[src/rtl/netwalk_packet_out_serializer.sv]
// Buffers modified packet headers in a small FIFO and streams each one out MSB word first
// on a valid/ready bus. Headers that arrive while the FIFO is full are dropped and counted.
module netwalk_packet_out_serializer #(
  parameter int HDR_WIDTH  = 512,
  parameter int BUS_WIDTH  = 64,
  parameter int FIFO_DEPTH = 4,
  parameter int CNT_WIDTH  = 16
) (
  input  logic                          clk,
  input  logic                          reset,
  input  logic [HDR_WIDTH-1:0]          pkt_header_in,
  input  logic                          packet_in_enable,
  output logic [BUS_WIDTH-1:0]          out_data,
  output logic                          out_valid,
  input  logic                          out_ready,
  output logic                          out_sop,
  output logic                          out_eop,
  output logic [$clog2(FIFO_DEPTH):0]   fifo_level,
  output logic                          overflow,
  output logic [CNT_WIDTH-1:0]          drop_count
);

  localparam int BEATS  = HDR_WIDTH / BUS_WIDTH;
  localparam int BEAT_W = (BEATS > 1) ? $clog2(BEATS) : 1;
  localparam int PTR_W  = $clog2(FIFO_DEPTH);
  localparam int LVL_W  = PTR_W + 1;

  typedef enum logic {
    IDLE,
    SEND
  } state_t;

  state_t               state, state_next;
  logic [BEAT_W-1:0]    beat, beat_next;
  logic [HDR_WIDTH-1:0] shift_reg, shift_next;

  logic [HDR_WIDTH-1:0] mem [FIFO_DEPTH];
  logic [PTR_W-1:0]     wr_ptr, rd_ptr;
  logic [LVL_W-1:0]     level;

  logic handshake, last_beat, fifo_nonempty, pop, push;

  assign fifo_nonempty = (level != '0);
  assign last_beat     = (beat == BEAT_W'(BEATS - 1));
  assign handshake     = out_valid & out_ready;

  // A pop frees a slot in the same cycle, so a full FIFO can still accept a header then.
  assign push = packet_in_enable & ((level < LVL_W'(FIFO_DEPTH)) | pop);

  always_comb begin
    state_next = state;
    beat_next  = beat;
    shift_next = shift_reg;
    pop        = 1'b0;
    case (state)
      IDLE: begin
        if (fifo_nonempty) begin
          pop        = 1'b1;
          shift_next = mem[rd_ptr];
          beat_next  = '0;
          state_next = SEND;
        end
      end
      SEND: begin
        if (handshake) begin
          if (!last_beat) begin
            beat_next  = beat + BEAT_W'(1);
            shift_next = shift_reg << BUS_WIDTH;
          end else if (fifo_nonempty) begin
            // Reload straight from the FIFO so consecutive headers have no idle beat between them.
            pop        = 1'b1;
            shift_next = mem[rd_ptr];
            beat_next  = '0;
          end else begin
            state_next = IDLE;
          end
        end
      end
      default: state_next = IDLE;
    endcase
  end

  always_ff @(posedge clk) begin
    if (reset) begin
      state     <= IDLE;
      beat      <= '0;
      shift_reg <= '0;
    end else begin
      state     <= state_next;
      beat      <= beat_next;
      shift_reg <= shift_next;
    end
  end

  always_ff @(posedge clk) begin
    if (push) begin
      mem[wr_ptr] <= pkt_header_in;
    end
  end

  always_ff @(posedge clk) begin
    if (reset) begin
      wr_ptr     <= '0;
      rd_ptr     <= '0;
      level      <= '0;
      overflow   <= 1'b0;
      drop_count <= '0;
    end else begin
      if (push) wr_ptr <= wr_ptr + PTR_W'(1);
      if (pop)  rd_ptr <= rd_ptr + PTR_W'(1);
      level    <= level + LVL_W'(push) - LVL_W'(pop);
      overflow <= packet_in_enable & ~push;
      if (packet_in_enable && !push && drop_count != {CNT_WIDTH{1'b1}}) begin
        drop_count <= drop_count + CNT_WIDTH'(1);
      end
    end
  end

  assign out_valid  = (state == SEND);
  assign out_data   = shift_reg[HDR_WIDTH-1 -: BUS_WIDTH];
  assign out_sop    = out_valid & (beat == '0);
  assign out_eop    = out_valid & last_beat;
  assign fifo_level = level;

endmodule

[config.mk]
export PLATFORM = sky130hd
export DESIGN_NAME = netwalk_packet_out_serializer
export DESIGN_NICKNAME = d
export VERILOG_FILES = /design/src/rtl/netwalk_packet_out_serializer.sv
export SDC_FILE = /design/constraint.sdc
export NUM_CORES = 2
export LEC_CHECK = 0
export CAP_MARGIN = 10
export CORE_ASPECT_RATIO = 0.5
export CORE_MARGIN = 2
export CORE_UTILIZATION = 40
export CTS_BUF_LIST = sky130_fd_sc_hd__clkbuf_16
export CTS_CLUSTER_DIAMETER = 200
export DETAILED_ROUTE_END_ITERATION = 10
export PLACE_DENSITY = 0.59
export SYNTH_ARGS = -nofsm -noshare
export SYNTH_HDL_FRONTEND = slang
export SYNTH_SLANG_ARGS = --single-unit
[constraint.sdc]
create_clock -name clk -period 19.97 [get_ports clk]
set_input_delay 5.991 -clock clk [delete_from_list [all_inputs] [get_ports clk]]
set_output_delay 5.991 -clock clk [all_outputs]
set_load 0.02 [all_outputs]
# Yosys cells after proc, flatten, opt, wreduce, memory -nomap -nowiden

Memories as Yosys holds them, arrays and structs flattened. A register that Yosys moved wholly into a read port is not among the register bits.
Cells that the tools add are included.

Latch bits: 0
Input port bits: 516
RAM bits: 2048
Output and inout bits: 87
Memories: 1
Memory bits (read-only): 0
Register bits: 540
Logic and storage cells: 51

Memory list:

| memory | depth | width | read ports | clocked after Yosys merged registers in | write ports | RTL line | RTL |
|---|---|---|---|---|---|---|---|
| mem    | 4     | 512   | 1          | 1                                       | 1           | 37       | `logic [HDR_WIDTH-1:0] mem [FIFO_DEPTH];` |

Muxes and demuxes: 19
Equality and inequality tests: 3
Reduce and logical (&&, ||, !) cells: 5
$lt $le $gt $ge: 1
Multiply operators: 0
Bitwise gates (word level): 8
Add/sub/neg operators: 6
Shift operators: 0
Div/mod/pow operators: 0

Operator list:

| kind                  | number |
|---|---|
| $mux 512              | 3 |
| $pmux 512 s2          | 1 |
| $add 16x1->16 const B | 1 |
| $ne 16x16->1 const B  | 1 |
| $mux 3                | 3 |
| $mux 1                | 7 |
| $pmux 3 s2            | 1 |
| $and 1x1->1           | 5 |
| $add 2x1->2 const B   | 2 |
| $mux 2                | 2 |
| $pmux 1 s2            | 2 |
| $add 3x1->3           | 1 |
| $add 3x1->3 const B   | 1 |
| $eq 3x3->1 const B    | 1 |
| $logic_not 3->1       | 1 |
| $lt 3x3->1 const B    | 1 |
| $reduce_bool 3->1     | 1 |
| $sub 3x1->3           | 1 |
| $logic_and 1x1->1     | 2 |
| $ne 2x1->1 const B    | 1 |
| $not 1->1             | 2 |
| $logic_not 1->1       | 1 |
| $or 1x1->1            | 1 |

# Longest topological paths before layout

Depth in word-level cells: 10
Depth in mapped cells: 15
Gate-level depth less buffers: 12

# Least setup slack after synthesis

Ideal clock, no wire load.

Path kind: input port to flip-flop
From: input port out_ready
To: memory mem[1][0] (enable)
Path slack: 1.007 ns
Path buffers: 0
Arrival: 18.020 ns
Cell stages on the path: 3
Required time: 19.027 ns
Path through: a21boi_2 > a21boi_1 > and2_1

Word-level cells in the longest chain between the ends: 7

RTL lines:

| item                         | RTL line | RTL |
|---|---|---|
| start, declared              | 15       | `input logic out_ready,` |
| $and 1x1->1                  | 45       | `assign handshake = out_valid & out_ready;` |
| $mux 1                       | 65       | `if (handshake) begin` |
| $pmux 1 s2                   | 55       | `case (state)` |
| $or 1x1->1                   | 48       | `assign push = packet_in_enable & ((level < LVL_W'(FIFO_DEPTH)) \| pop);` |
| $and 1x1->1                  | 48       |  |
| $mux 1                       | 96       | `if (push) begin` |
| $mux 1 (not written as such) | 97       | `mem[wr_ptr] <= pkt_header_in;` |
| end, declared                | 37       |  |

No other way between the ends.

# Worst setup path after layout

From: input port out_ready
To: memory mem[3][456] (enable)

Same word-level chain as after synthesis.

==> metrics.md <==
| Metric | Value |
|---|---|
| Outcome | `completed` |
| GP Congestion | `0.8013` |
| I/O pin cnt | `603` |
| Crit Path Category | `input pin to flop` |
| Vias in the first global route | `50750` |
| Hold-fix buffers at CTS | `0` |
| Die area | `240900 sq um` |
| Detailed Place HPWL | `153400 um` |
| Distinct cells, synth | `49` |
| First-pass DRT Iterations | `6` |
| R2r startpoint | `beat[0]` |
| Maximum VDD drop | `0.09641 mV` |
| Main synth FF type | `edfxtp_1` |
| Register share of total power | `0.484` |
| R2R Path End | `mem[3][456]` |
| TritonCTS clock tree | `done` |
| Post-placement cell count | `8521` |
| Cell Int Power | `0.01029 W` |
| Via count | `50127` |
| Yosys Warn Count | `0` |
| Worst Clk Skew | `0.04502 ns` |
| Syn Nets | `5641` |
| Area Growth Syn to Fin | `16.80%` |
| Worst Tran Pin Value | `1.165 ns` |
| Pins over their slew limit | `0` |
| Vias/cell | `5.585` |
| RSZ-0062 raised after global routing | `no` |
| Number of flops mapped to enable cells by yosys | `2048` |
| Fmax | `96.22 MHz` |
| Cell area after synthesis | `94690 sq um` |
| DR WL/cell | `28.04 um` |
| Non-filler cells, final | `8976` |
| Final WS setup | `9.577 ns` |
| Largest net degree at the start of global routing | `156` |
| Row Count | `126` |
| R2R depth | `8` |
| WHS Endpoint | `shift_reg[106]` |
| PortBufs | `602` |
| Core area | `235700 sq um` |
| WP data arrival | `10.86 ns` |
| Hold depth | `2` |
| Total gr overflow | `0` |
| Clock share of power | `0.295` |
| Crit-path max FO | `63` |
| CTS max path bufs | `4` |
| Worst setup SP type | `input pin` |
| Postcts setup bufs | `0` |
| Slew HR | `0.2233` |
| Post-cts sizing count | `0` |
| Mean Syn Cell Area | `18.52 sq um` |
| Initial antenna violation count | `116` |
| GRT Overall Usage | `0.2039` |
| Setup Total Neg Slack | `0 ns` |
| Final Cycle Share | `0.5204` |
| FF+latch count, synth | `2590` |
| Setup-failing EPs final | `0` |
| H-tree depth | `4` |
| Effective utilization at floorplan | `0.4018` |
| TritonCTS Buffers | `230` |
| Beginning of the worst hold path | `shift_reg[42]` |
| Fin crit period | `10.39 ns` |
| Max reg flops | `2048` |
| Max_cap viols | `0` |
| Hold WC Path Type | `flop to flop` |
| Final ANT Viol Nets | `0` |
| Register area share after synthesis | `0.7640` |
| Final Routed Wirelength | `251700 um` |
| Net Switching | `0.004209 W` |
| DRC errors left | `0` |
| Place WS | `8.714 ns` |
| DRT iter0 DRCs | `4503` |
| Crit end category | `flop` |
| Clock Root Buffer | `clkbuf_16` |
| Worst-path clk slew | `0.06 ns` |
| First-pass GRT wire length | `361600 um` |
| Die width | `692.1 um` |
| Clock sinks | `2590` |
| Layout cells sized above 1 | `0.1556` |
| Synth Instances | `5114` |
| Pwr Density | `131.1 nW/um^2` |
| Pleak | `34.78 nW` |
| Logic pwr share | `0.221` |
| Synth async-reset ratio | `0` |
| Reg2reg setup slack | `14.68 ns` |
| Final Hold Vio Count | `0` |
| Net Sw Frac | `0.2902` |
| Die height | `348.0 um` |
| Final nets | `6144` |
| CP required | `20.44 ns` |
| Latest clock arrival within the worst-skew pair | `0.85 ns` |
==> power by group through the flow <==
| stage | logic, W | clock network (W) | registers [W] |
|---|---|---|---|
| 2_1_floorplan | 0.00235 | 0 | 0.00710 |
| 3_3_place_gp | 0.00322 | 0 | 0.00710 |
| 3_5_place_dp | 0.00325 | 0 | 0.00713 |
| 4_1_cts | 0.00326 | 0.00436 | 0.00702 |
| 5_1_grt | 0.00346 | 0.00456 | 0.00708 |
| 6_report | 0.00321 | 0.00427 | 0.00702 |
==> synthesized netlist by cell type, types with 2 or more instances <==
cell type	n	share of area
and2_1	8	0.00053
clkbuf_4	2	0.00016
o21ai_0	5	0.00026
clkbuf_1	169	0.0067
nand4_1	7	0.00046
a21oi_1	381	0.020
or3_1	3	0.00020
ha_1	10	0.0013
nand3_1	5	0.00026
mux4_2	512	0.12
nand2_1	376	0.015
nor2_1	155	0.0061
and4_1	2	0.00019
o311ai_0	3	0.00028
nor3_1	83	0.0044
mux2i_1	2	0.00021
buf_4	69	0.0055
buf_1	16	0.00063
xnor2_1	4	0.00037
or4_1	9	0.00071
inv_1	11	0.00044
a22oi_1	434	0.034
o22ai_1	80	0.0053
o31ai_1	9	0.00071
dfxtp_1	542	0.11
buf_2	145	0.0077
edfxtp_1	2048	0.65
o41ai_1	2	0.00019
nor2b_1	2	0.00013
==> cell usage in the layout, fill, tap and decap left out, types with 2 or more instances in the layout <==
cell type	netlist	final
edfxtp_1	2048	2048
clkdlybuf4s50_1	0	601
dfxtp_1	542	540
mux4_2	512	512
a22oi_1	434	434
a21oi_1	381	381
nand2_1	376	375
clkbuf_16	0	232
nor2_1	155	155
nor3_1	83	83
inv_1	11	80
o22ai_1	80	80
buf_4	69	62
clkinv_1	0	49
clkinv_2	0	39
diode_2	0	36
bufinv_16	0	19
ha_1	10	10
o31ai_1	9	9
or4_1	9	9
buf_12	0	9
nand4_1	7	7
and2_4	0	5
o21ai_0	5	5
nand3_1	5	5
xnor2_1	4	4
clkinvlp_4	0	4
and2_1	8	3
o311ai_0	3	3
or3_1	3	3
inv_6	0	3
nand2_4	0	2
and4_1	2	2
o41ai_1	2	2
nor2b_1	2	2
mux2i_1	2	2
dfxtp_4	0	2
clkinv_4	0	2
==> cell type report <==
| cell class | instances | area, sq um |
|---|---|---|
| inverters | 12 | 52.55 |
| well taps | 3136 | 3924 |
| clock inverters | 187 | 1319 |
| fillers | 19682 | 125100 |
| diodes | 36 | 90.09 |
| clock buffers | 232 | 5806 |
| multi-input cells | 2110 | 20380 |
| flip-flops and latches | 2590 | 72360 |
| repair buffers | 673 | 6676 |
==> metal layers <==
| layer | vias to the layer above | global-route usage | part of all wire | wire length (um) |
|---|---|---|---|---|
| li1 | 21562 | - | - | - |
| met1 | 26479 | 0.2733 | 0.41 | 103700 |
| met2 | 1593 | 0.3527 | 0.51 | 127600 |
| met3 | 471 | 0.02830 | 0.054 | 13630 |
| met4 | 22 | 0.05144 | 0.026 | 6645 |
| met5 | - | 0 | 0.00050 | 127 |
==> worst max-delay path by stage <==
stage / start / to / slack, ns / depth (start not counted)
6_report: out_ready / mem[3][456] / 9.58 / 7
5_1_grt: out_ready / mem[3][456] / 9.39 / 7
4_1_cts: out_ready / mem[3][456] / 9.62 / 7
3_5_place_dp: out_ready / mem[3][455] / 8.71 / 7
3_3_place_gp: out_ready / mem[3][455] / 8.66 / 7
2_1_floorplan: out_ready / mem[1][0] / 1.01 / 3
==> kinds of logic after synthesis <==
group | synth area share
DFF | 0.7640
AOI/OAI and AO/OA | 0.06209
and+or+nand+nor | 0.02867
muxes | 0.1220
buffers and inverters | 0.02122
adders and majority gates | 0.001533
xor gates and xnor gates | 0.0004624
==> stage by stage <==
step                      hold WS, ns  instance area (sq um)    util  total power (W)
after floorplan                0.4324                  94690       -         0.009450
after detailed placement       0.4453                 103400  0.4387          0.01038
final                          0.4443                 110600  0.4693          0.01450
after global routing           0.4566                 110600  0.4692          0.01511
after CTS                      0.4484                 110500  0.4689          0.01464
after global placement         0.4384                 103400  0.4387          0.01032
==> critical path, stage by stage <==
cell,delay (ns)
clkdlybuf4s50_1,0.70
a21boi_2,0.15
a21boi_1,0.48
and2_4,0.87
buf_4,0.94
buf_4,0.82
buf_4,0.70
Power figures use the tool's default switching activity.
